## src/rtl/branch_ctrl.sv

```systemverilog
// Branch resolution controller for the EX stage.
// Accepts one conditional branch at a time over a valid/ready handshake.
// The operands and sign mode go out to the shared branch_comp comparator
// from registered copies. The comparator's result is decoded against funct3.
// A taken, aligned branch produces a one-cycle redirect and a multi-cycle
// flush. Saturating counters record how many branches resolved and were taken.
//
// Ports:
//   clk, rst_n                    clock, asynchronous active-low reset
//   br_valid / br_ready           branch request handshake (ready iff IDLE)
//   br_funct3, br_pc, br_imm      B-type funct3, branch PC, sign-extended imm
//   br_rs1, br_rs2                register operands
//   cmp_sign_select               to comparator: 1 signed, 0 unsigned
//   cmp_rdata1, cmp_rdata2        to comparator: latched operands
//   cmp_equal, cmp_less_than      from comparator (combinational)
//   resolve_valid, taken          resolve pulse and held decision
//   redirect_valid, redirect_pc   fetch redirect pulse and held target
//   flush                         squash younger IF/ID instructions
//   br_illegal, br_misalign       fault pulses
//   stat_resolved, stat_taken     saturating statistics
module branch_ctrl #(
  parameter int unsigned XLEN         = 32,
  parameter int unsigned FLUSH_CYCLES = 2
) (
  input  logic            clk,
  input  logic            rst_n,
  input  logic            br_valid,
  output logic            br_ready,
  input  logic [2:0]      br_funct3,
  input  logic [XLEN-1:0] br_pc,
  input  logic [XLEN-1:0] br_imm,
  input  logic [XLEN-1:0] br_rs1,
  input  logic [XLEN-1:0] br_rs2,
  output logic            cmp_sign_select,
  output logic [XLEN-1:0] cmp_rdata1,
  output logic [XLEN-1:0] cmp_rdata2,
  input  logic            cmp_equal,
  input  logic            cmp_less_than,
  output logic            resolve_valid,
  output logic            taken,
  output logic            redirect_valid,
  output logic [XLEN-1:0] redirect_pc,
  output logic            flush,
  output logic            br_illegal,
  output logic            br_misalign,
  output logic [15:0]     stat_resolved,
  output logic [15:0]     stat_taken
);

  localparam int unsigned CNT_W  = 4;
  localparam int unsigned STAT_W = 16;
  localparam logic [STAT_W-1:0] STAT_MAX   = '1;
  localparam logic [CNT_W-1:0]  FLUSH_LOAD = CNT_W'(FLUSH_CYCLES - 1);

  typedef enum logic [1:0] {
    IDLE    = 2'd0,
    COMPARE = 2'd1,
    FLUSH   = 2'd2
  } state_t;

  state_t            state_q, state_d;
  logic [2:0]        funct3_q;
  logic [XLEN-1:0]   pc_q, imm_q;
  logic [CNT_W-1:0]  cnt_q, cnt_d;

  logic              accept;
  logic              decision_c, illegal_c, misalign_c;
  logic [XLEN-1:0]   target_c;

  logic              resolve_valid_d, taken_d, redirect_valid_d;
  logic [XLEN-1:0]   redirect_pc_d;
  logic              flush_d, br_ready_d, br_illegal_d, br_misalign_d;
  logic [STAT_W-1:0] stat_resolved_d, stat_taken_d;

  // br_ready is a registered copy of (state == IDLE)
  assign accept = br_valid && br_ready;

  // Branch decision from the comparator result and the latched funct3
  always_comb begin
    decision_c = 1'b0;
    illegal_c  = 1'b0;
    unique case (funct3_q)
      3'b000:          decision_c = cmp_equal;
      3'b001:          decision_c = !cmp_equal;
      3'b100, 3'b110:  decision_c = cmp_less_than;
      3'b101, 3'b111:  decision_c = !cmp_less_than;
      default:         illegal_c  = 1'b1;
    endcase
    target_c   = pc_q + imm_q;
    misalign_c = decision_c && (target_c[1:0] != 2'b00);
  end

  // State register
  always_ff @(posedge clk or negedge rst_n) begin
    if (!rst_n) state_q <= IDLE;
    else        state_q <= state_d;
  end

  // Next-state logic
  always_comb begin
    state_d = state_q;
    unique case (state_q)
      IDLE:    if (accept) state_d = COMPARE;
      COMPARE: state_d = (decision_c && !misalign_c) ? FLUSH : IDLE;
      FLUSH:   if (cnt_q == '0) state_d = IDLE;
      default: state_d = IDLE;
    endcase
  end

  // Next values of the registered outputs and the flush counter
  always_comb begin
    resolve_valid_d  = 1'b0;
    taken_d          = taken;
    redirect_valid_d = 1'b0;
    redirect_pc_d    = redirect_pc;
    br_illegal_d     = 1'b0;
    br_misalign_d    = 1'b0;
    cnt_d            = cnt_q;
    stat_resolved_d  = stat_resolved;
    stat_taken_d     = stat_taken;
    flush_d          = (state_d == FLUSH);
    br_ready_d       = (state_d == IDLE);
    unique case (state_q)
      COMPARE: begin
        resolve_valid_d = 1'b1;
        taken_d         = decision_c;
        br_illegal_d    = illegal_c;
        br_misalign_d   = misalign_c;
        if (decision_c && !misalign_c) begin
          redirect_valid_d = 1'b1;
          redirect_pc_d    = target_c;
          cnt_d            = FLUSH_LOAD;
        end
        if (!illegal_c && (stat_resolved != STAT_MAX))
          stat_resolved_d = stat_resolved + STAT_W'(1);
        if (decision_c && (stat_taken != STAT_MAX))
          stat_taken_d = stat_taken + STAT_W'(1);
      end
      FLUSH: begin
        if (cnt_q != '0) cnt_d = cnt_q - CNT_W'(1);
      end
      default: ;
    endcase
  end

  // Output and counter registers
  always_ff @(posedge clk or negedge rst_n) begin
    if (!rst_n) begin
      resolve_valid  <= 1'b0;
      taken          <= 1'b0;
      redirect_valid <= 1'b0;
      redirect_pc    <= '0;
      flush          <= 1'b0;
      br_ready       <= 1'b1;
      br_illegal     <= 1'b0;
      br_misalign    <= 1'b0;
      cnt_q          <= '0;
      stat_resolved  <= '0;
      stat_taken     <= '0;
    end else begin
      resolve_valid  <= resolve_valid_d;
      taken          <= taken_d;
      redirect_valid <= redirect_valid_d;
      redirect_pc    <= redirect_pc_d;
      flush          <= flush_d;
      br_ready       <= br_ready_d;
      br_illegal     <= br_illegal_d;
      br_misalign    <= br_misalign_d;
      cnt_q          <= cnt_d;
      stat_resolved  <= stat_resolved_d;
      stat_taken     <= stat_taken_d;
    end
  end

  // Request capture; comparator drive holds its value until the next accept
  always_ff @(posedge clk or negedge rst_n) begin
    if (!rst_n) begin
      funct3_q        <= '0;
      pc_q            <= '0;
      imm_q           <= '0;
      cmp_rdata1      <= '0;
      cmp_rdata2      <= '0;
      cmp_sign_select <= 1'b0;
    end else if (accept) begin
      funct3_q        <= br_funct3;
      pc_q            <= br_pc;
      imm_q           <= br_imm;
      cmp_rdata1      <= br_rs1;
      cmp_rdata2      <= br_rs2;
      // 110/111 (BLTU/BGEU) are the only unsigned compares
      cmp_sign_select <= !(br_funct3[2] && br_funct3[1]);
    end
  end

endmodule

```

## config.mk

```make
export PLATFORM = sky130hd
export DESIGN_NAME = branch_ctrl
export DESIGN_NICKNAME = d
export VERILOG_FILES = /design/src/rtl/branch_ctrl.sv
export SDC_FILE = /design/constraint.sdc
export NUM_CORES = 1
export LEC_CHECK = 0
export CORE_MARGIN = 2
export CORE_UTILIZATION = 55
export CTS_BUF_LIST = sky130_fd_sc_hd__clkbuf_8
export DETAILED_ROUTE_END_ITERATION = 8
export DONT_BUFFER_PORTS = 1
export PLACE_DENSITY_LB_ADDON = 0.2
export SKIP_CTS_REPAIR_TIMING = 1
export SLEW_MARGIN = 20
export SYNTH_ARGS = -nofsm -noshare
export SYNTH_HDL_FRONTEND = slang
export SYNTH_SLANG_ARGS = --single-unit
```

## constraint.sdc

```tcl
create_clock -name clk -period 2.95 [get_ports clk]
set_input_delay 0.4425 -clock clk [delete_from_list [all_inputs] [get_ports clk]]
set_output_delay 0.4425 -clock clk [all_outputs]
set_load 0.01 [all_outputs]
```

-- After elaboration in Yosys (flattened, before gate mapping)
Index checks and enable logic that the tools add are counted.
- bits in registers: 209
- output and inout port bits: 136
- muxes and demuxes: 14
- equal/unequal tests: 12
- reduce and logical (&&, ||, !) cells: 24
- add/subtract/negate cells: 4
- operators with widths (operator ; number):
    16-bit by 1-bit adder with 16-bit output, second input constant ; 2
    32-bit adder ; 1
    16-bit inequality test, second input constant ; 2
    3-bit == test, second input constant ; 4
    4-bit two-way mux ; 2
    4-bit one-hot mux with 2 select lines ; 1
    1-bit logical AND ; 6
    1-bit two-way mux ; 6
    2-bit two-way mux ; 3
    2-bit one-hot mux with 3 select lines ; 1
    2-bit AND reduction ; 3
    6-bit OR reduction ; 1
    2-bit == test, second input constant ; 2
    1-bit zero test ; 4
    2-bit zero test ; 2
    4-bit zero test ; 1
    2-bit inequality test, second input constant ; 2
    1-bit one-hot mux with 4 select lines ; 1
    2-bit nonzero test ; 2
    4-bit nonzero test ; 1
    2-bit OR reduction ; 2
    4-bit by 1-bit subtractor with 4-bit output, second input constant ; 1
    3-bit by 1-bit == test with 1-bit output, second input constant ; 1
    3-bit zero test ; 1
    2 further kinds ; 2

-- Depth between registers and ports, before layout
Gate-level depths: netlist of the first run.
- word-level depth: 9
- gate-level depth with buffers: 10
- mapped depth without buffers: 10

-- Worst setup path before layout of the first run
OpenSTA, ideal clock, no wires.
- path kind: reg2reg
- start point: register pc_q[0]
- end point: register redirect_pc[30]
- library setup time: 0.069 ns
- data required time: 2.881 ns
- setup slack: 0.360 ns
- arrival time: 2.521 ns
- stages on the path, launching flop included: 11
- cell sequence: dfrtp_1 -> ha_1 -> fa_1 -> a211oi_2 -> o21bai_2 -> a211oi_4 -> a211oi_2 -> o21ai_2 -> a21oi_1 -> or4_1 -> nand3_1
- longest elaborated chain between the ends: 6
- RTL lines (element ; RTL line ; RTL):
    start: declaration ; 63 ; logic [XLEN-1:0] pc_q, imm_q;
    start signal: assignment ; 186 ; pc_q <= br_pc;
    32-bit adder * ; 89 ; target_c = pc_q + imm_q;
    2-bit nonzero test ; 90 ; misalign_c = decision_c && (target_c[1:0] != 2'b00);
    1-bit logical AND ; 90 ;
    1-bit zero test ; 129 ; if (decision_c && !misalign_c) begin
    1-bit logical AND ; 129 ;
    2-bit AND reduction (no line) ; -- ;
    end signal: assignment ; 164 ; redirect_pc <= redirect_pc_d;
    end: declaration ; 42 ; output logic [XLEN-1:0] redirect_pc,
Mark *: on every way between the ends. The rest lies on a longest branch, timed or not.
A chain may end at the register's enable or synchronous reset.

-- Worst setup path in the final report of the first run
Ends and elaborated chain as after synthesis.

==> reports/qor.yml, run 1 <==
outcome: "finished, violations left"
violations: "hold timing"
cts_buffers: 36
tns_ps: 0
grt_usage: 0.2200
synth_async_sr_flop_share: 1.000
worst_pin_slew_ps: 527.1
clk_pin_slew_ps: 60
grt_max_degree: 210
htreeDepth: 2
setup_viol: 0
clk_latency_ps: 510
worst_r2r_path_depth: 10
synth-seq-cells: 209
chipWidth_um: 135.3
cts_buffer_depth: 3
finalWirelength_um: 20040
worst_hold_slack_ps: -365.4
vias: 5928
cp_max_fo: 3
worstPathArrival_ps: 3150
skew_ps: 19.51
ys_warn_count: 0
wl_met2_um: 9826
rsz0062_at_grt: "false"
syn2layout_area_growth_pct: 10.62
final_nets: 954
synth_area_leaders: "dfrtp_1 (55%), mux2_2 (16%), ha_1 (4.6%), xnor2_1 (3.2%), nand2_1 (2.5%)"
io_pins: 272
wl_met1_um: 7657
dpl_cell_area_mm2: 0.009723
critPathRequiredTime_ps: 3390
fin_crit_ps: 2710
dr.max_layer_used: "met5"
powerDensity_mw_per_mm2: 1160
ys_seq_area_frac: 0.5518
p_leak_nw: 4.719
final_area_mm2: 0.01049
ys.flop_type: "dfrtp_1"
grt_remaining_overflow: 0
syn_avg_cell_area_um2: 12.43
hp-class: "input port to asynchronous set/reset pin"
drt-pass1-iter-count: 4
portBuffers: 0
core_mm2: 0.01706
peakVddDrop_v: 0.0006330
wl_met3_um: 2011
drv_slew: 0
synth_top_area_frac: 0.5490
synth_fp_nets: 935
cts-root-buf: "clkbuf_8"
finalCritPeriodShare: 0.9185
drc_errors: 0
die_h_um: 135.3
grt_antenna_before_repair: 3
cts_tree: "built"
detail_route.vias_per_cell: 5.722
yosysUniqueCellTypes: 58
drt_iter0_drc: 180
first_global_vias: 6277
syn-cell-area_mm2: 0.009480
initial_utilization: 0.5558
post_drt_wl_per_cell_um: 19.34
hold_violations: 209
clock-sinks: 209
max_freq_mhz: 369.1
slew_headroom: 0.6486
dp_hpwl_um: 14560
dieArea_mm2: 0.01830
netlist_instances: 763
synth_top_cell_by_area: "dfrtp_1"
layout-drive-gt1-share: 0.2670
antenna_left: 0
grt_first_pass_wirelength_um: 31920
synth_edf_count: 0
rows: 48
cap_violations: 0
gp_congestion: 0.8532
crit_path_end_kind: "register"
critPathKind: "register to register"
power_mw: 12.17
cp-start-kind: "register"
[routing by layer]
metal | global-route usage | up-vias
met3 | 0.08829 | 40
met1 | 0.2575 | 2888
met5 | 0 | -
met4 | 0.08796 | 4
li1 | - | 2757
met2 | 0.3638 | 239
[placed cells by master (no fill, tap or decap), types with 4 or more instances in the layout]
master	synthesis	final
buf_4	0	4
xnor2_1	35	35
inv_1	12	25
nor3_1	8	8
nand3_1	22	22
and2_1	4	4
clkbuf_8	0	45
a21o_1	12	12
nor2_1	27	27
nand2_1	62	61
o211ai_1	5	5
ha_1	35	35
mux2_2	134	134
a21oi_1	27	27
o31ai_1	4	4
xor2_1	25	25
o21bai_1	6	6
nand4_1	12	12
and3_1	8	8
o21ai_0	12	12
o21ai_1	26	26
dfrtp_1	208	208
[report_power, final]
part | leakage, nW | internal [mW] | switching (mW)
clock | 0.437 | 1.55 | 1.12
sequential | 2.56 | 3.92 | 1.14
combinational | 1.72 | 2.12 | 2.32
[cell families (layout without fill, tap and decap cells)]
kind of cell	count (synthesis)	count (layout)	share of synthesized area
compound gates	120	120	0.08473
xor+xnor	60	60	0.05543
fa+ha+maj	36	36	0.04830
buf+inv	38	84	0.01584
flops	209	209	0.5518
mux	134	134	0.1592
other cells	0	2	0
simple gates	166	166	0.08473
[worst max-delay path: stages, from the launching register on]
cell and delay [ps]:
dfrtp_1 380, ha_1 240, fa_1 440, a211oi_2 260, o21bai_2 120, a211oi_4 260, a211oi_2 140, o21ai_2 140
a21oi_1 90, or4_1 470, nand3_1 90
[final timing paths]
check                      startpoint         endpoint  slack, ps
min in group clk            br_pc[30]         pc_q[30]         80
setup / recovery              pc_q[0]  redirect_pc[30]        240
setup reg to reg              pc_q[0]  redirect_pc[30]        240
hold / removal                  rst_n         pc_q[15]       -370
hold reg to reg            state_q[1]       state_q[0]        460
max in group asynchronous       rst_n         br_ready       3060
[flip-flops by register name (all words and copies together) (netlist names)]
register	count
imm_q	32
stat_resolved	16
resolve_valid	1
funct3_q	3
state_q	2
cmp_rdata1	32
taken	1
redirect_valid	1
stat_taken	16
cmp_rdata2	32
flush	1
br_ready	1
br_illegal	1
br_misalign	1
cmp_sign_select	1
pc_q	32
redirect_pc	32
cnt_q	4
[area by class of cell]
class,instances,area (µm²)
Tap cell,225,281.5
Multi-Input combinational cell,516,4108
Antenna cell,2,5.005
Sequential cell,209,5231
Timing Repair Buffer,5,50.05
Clock buffer,45,619.3
Inverter,14,52.55
Fill cell,1343,6569
Clock inverter,20,140.1
[synth_stat cells (3+ instances only)]
library cell	n
dfrtp_1	208
mux2_2	134
nand2_1	62
ha_1	35
xnor2_1	35
a21oi_1	27
nor2_1	27
o21ai_1	26
xor2_1	25
nand3_1	22
a21o_1	12
clkbuf_1	12
inv_1	12
nand4_1	12
o21ai_0	12
and3_1	8
nor3_1	8
buf_1	6
buf_2	6
o21bai_1	6
o211ai_1	5
and2_1	4
o31ai_1	4
a211oi_2	3
a21oi_2	3
a31oi_1	3
nand2b_1	3
nor2b_1	3
nor4_1	3
or2_2	3
[through the flow]
| step | util | hold slack (ps) | worst slack (ps) | instances |
|---|---|---|---|---|
| 2_1_floorplan | - | 146.9 | 360.2 | 763 |
| 3_3_place_gp | 0.5701 | 153.5 | 275.2 | 969 |
| 3_5_place_dp | 0.5701 | 154.0 | 242.8 | 969 |
| 4_1_cts | 0.6146 | -402.6 | 208.8 | 1034 |
| 5_1_grt | 0.6147 | -402.3 | 73.70 | 1035 |
| 6_report | 0.6149 | -365.4 | 240.4 | 1036 |
Note: power is estimated with default switching activity, not from simulation.
==> run 2: changes to the inputs <==
REMOVE_ABC_BUFFERS = 1   (was unset)
clock period = 2.6 ns   (was 2.95 ns; I/O delays follow)
==> run 2 against run 1 <==
Compared with the run above:
- the flow still finishes with violations (hold timing)
- design area grew 1.6%
- largest power group unchanged
- sequential cell count is the same
- critical endpoint is now redirect_pc[24]
- highest routed layer is now met4
- total power grew 16%
- sequential share of layout area shrank 0.80 points
- fmax grew 6.5%
- sequential power grew 13%
- count of clock-buffer cells in the layout grew 1
- setup slack lost 190 ps
==> reports/qor.yml, run 2 (synthesis results as in run 1) <==
regArea_mm2: 0.005231  # unchanged
p_sw_frac: 0.3741  # -0.002250
mostFrequentLayoutCell: "dfrtp_1"
hold_violations: 209  # unchanged
post_drt_wl_per_cell_um: 19.49  # +0.75%
tns_ps: 0  # unchanged
grt_max_degree: 210  # unchanged
finalWorstSetupSlack_ps: 54.78  # -185.6 ps
clock-sinks: 209  # unchanged
htreeDepth: 2  # unchanged
worst_pin_slew_ps: 580.7  # +53.56 ps
antenna_cells: 0  # -2
multi_input_area_mm2: 0.004179  # +1.7%
detail_route.vias_per_cell: 5.725  # about the same
finalCritPeriodShare: 0.9789  # +0.06041
drv_slew: 0  # unchanged
fin_crit_ps: 2545  # -164.4 ps
cpMaxStageDelayCell: "dfrtp_1"
cts_buffers: 35  # -2.8%
syn2layout_area_growth_pct: 12.43
finalWirelength_um: 20340  # +1.5%
p_seq_frac: 0.404  # -0.012
io_pins: 272  # unchanged
fill_cells: 1337  # -0.45%
drc_errors: 0  # unchanged
chipWidth_um: 135.3  # unchanged
dp_hpwl_um: 14560  # about the same
peakVddDrop_v: 0.0006495  # +2.6%
dieArea_mm2: 0.01830  # unchanged
power_switching_mw: 5.281  # +15%
layout-drive-gt1-share: 0.2979  # +0.03093
first_global_vias: 6401  # +2.0%
p_leak_nw: 4.774  # +1.2%
violations: "hold timing"
critPathRequiredTime_ps: 2990  # -400 ps
clk_pin_slew_ps: 60  # about the same
setup_viol: 0  # unchanged
outcome: "finished, violations left"
final_nets: 966  # +1.3%
gp_congestion: 0.8511  # -0.25%
crit_path_end_kind: "register"
grt_antenna_before_repair: 0  # -3
drt-pass1-iter-count: 4  # unchanged
cp.buffers_inverters: 1  # +1
critical_path.most_common_cell: "a211oi_2"
slew_headroom: 0.6129  # -0.03570
pwr-share-comb: 0.378  # +0.014
cap_violations: 0  # unchanged
power.internal_mw: 8.836  # +16%
cts-root-buf: "clkbuf_8"
skew_ps: 20.91  # +1.402 ps
cts_buffer_depth: 3  # unchanged
cpPeakStageDelay_ps: 380  # -90 ps
cts_tree: "built"
most-common-layout-cells: "dfrtp_1 (208), mux2_2 (134), nand2_1 (61), clkbuf_8 (46), xnor2_1 (35)"
pre_cts_slack_ps: -49.13  # -292.0 ps
portBuffers: 0  # unchanged
grt_usage: 0.2229  # +0.002843
grt_first_pass_wirelength_um: 32490  # +1.8%
hp-class: "input port to asynchronous set/reset pin"
crit_chain: "ha_2 > fa_2 > a211oi_2 > o21bai_2 > a211oi_4 > a211oi_2 > buf_4 > o211ai_1 > nor2b_2 > xor2_1 > o21ai_1"
rsz0062_at_grt: "true"
drt_iter0_drc: 239  # +33%
rows: 48  # unchanged
worstPathArrival_ps: 2940  # -210 ps
cp_max_fo: 2  # -1
critPathKind: "register to register"
power_mw: 14.12  # +16%
initial_utilization: 0.5558  # unchanged
worst_hold_slack_ps: -425.3  # -59.88 ps
die_h_um: 135.3  # unchanged
clk_latency_ps: 510  # about the same
grt_remaining_overflow: 0  # unchanged
vias: 5977  # +0.83%
cp_top_family: "compound AO/OA/AOI/OAI gates"
cp-start-kind: "register"
power.share.clock: 0.218  # -0.002
core_mm2: 0.01706  # unchanged
utilization: 0.6249  # +0.01005
powerDensity_mw_per_mm2: 1324  # +14%
antenna_left: 0  # unchanged
max_freq_mhz: 392.9  # +6.5%
## run 2: changes by cell type in the layout (fill, tap and decap cells not counted), sizes merged
cell,before,now
inv,27,20
buf,5,18
clkinv,4,8
clkinvlp,1,0
diode,2,0
clkbuf,45,46
## run 2: area by class of cell
type | count | area share
clock inverters | 16 | 0.01139
well taps | 225 | 0.02641
flip-flops and latches | 209 | 0.4908
multi-input cells | 516 | 0.3921
repair buffers | 18 | 0.01503
clock buffers | 46 | 0.05940
inverters | 14 | 0.004930
## run 2: power groups by stage
stage / Clock [mW] / Sequential, mW / Combinational, mW
after floorplan: 0 / 5.41 / 4.25
after global placement: 0 / 5.71 / 5.03
after detailed placement: 0 / 5.76 / 5.17
after CTS: 3.16 / 5.72 / 5.19
after global routing: 3.31 / 5.85 / 5.93
final: 3.08 / 5.70 / 5.34
## run 2: final timing paths
check	from	to	slack, ps	cells past startpoint
setup / recovery	pc_q[0]	redirect_pc[24]	50	11
hold / removal	rst_n	imm_q[7]	-430	0
setup reg to reg	pc_q[0]	redirect_pc[24]	50	11
hold reg to reg	state_q[1]	state_q[0]	460	1
max in group asynchronous	rst_n	cmp_rdata1[22]	2700	0
min in group clk	br_rs2[24]	cmp_rdata2[24]	30	1
## run 2: stage by stage
stage | instance area [µm²] | std cells
3_5_place_dp | 9826 | 981
5_1_grt | 10660 | 1044
3_3_place_gp | 9826 | 981
6_report | 10660 | 1044
4_1_cts | 10580 | 1043
2_1_floorplan | 9383 | 739
## run 2: worst register-to-register path, stage by stage, from the launching register on
cell and delay [ps]:
dfrtp_1 380, ha_2 200, fa_2 340, a211oi_2 210, o21bai_2 110, a211oi_4 290
a211oi_2 140, buf_4 160, o211ai_1 200, nor2b_2 190, xor2_1 150, o21ai_1 70
## run 2: layer usage
metal | share of wire | vias to the layer above | global-route usage
met5 | 0 | - | 0
met4 | 0.017 | 0 | 0.06366
met3 | 0.089 | 29 | 0.07071
met2 | 0.51 | 237 | 0.3830
met1 | 0.39 | 2931 | 0.2714
li1 | - | 2780 | -
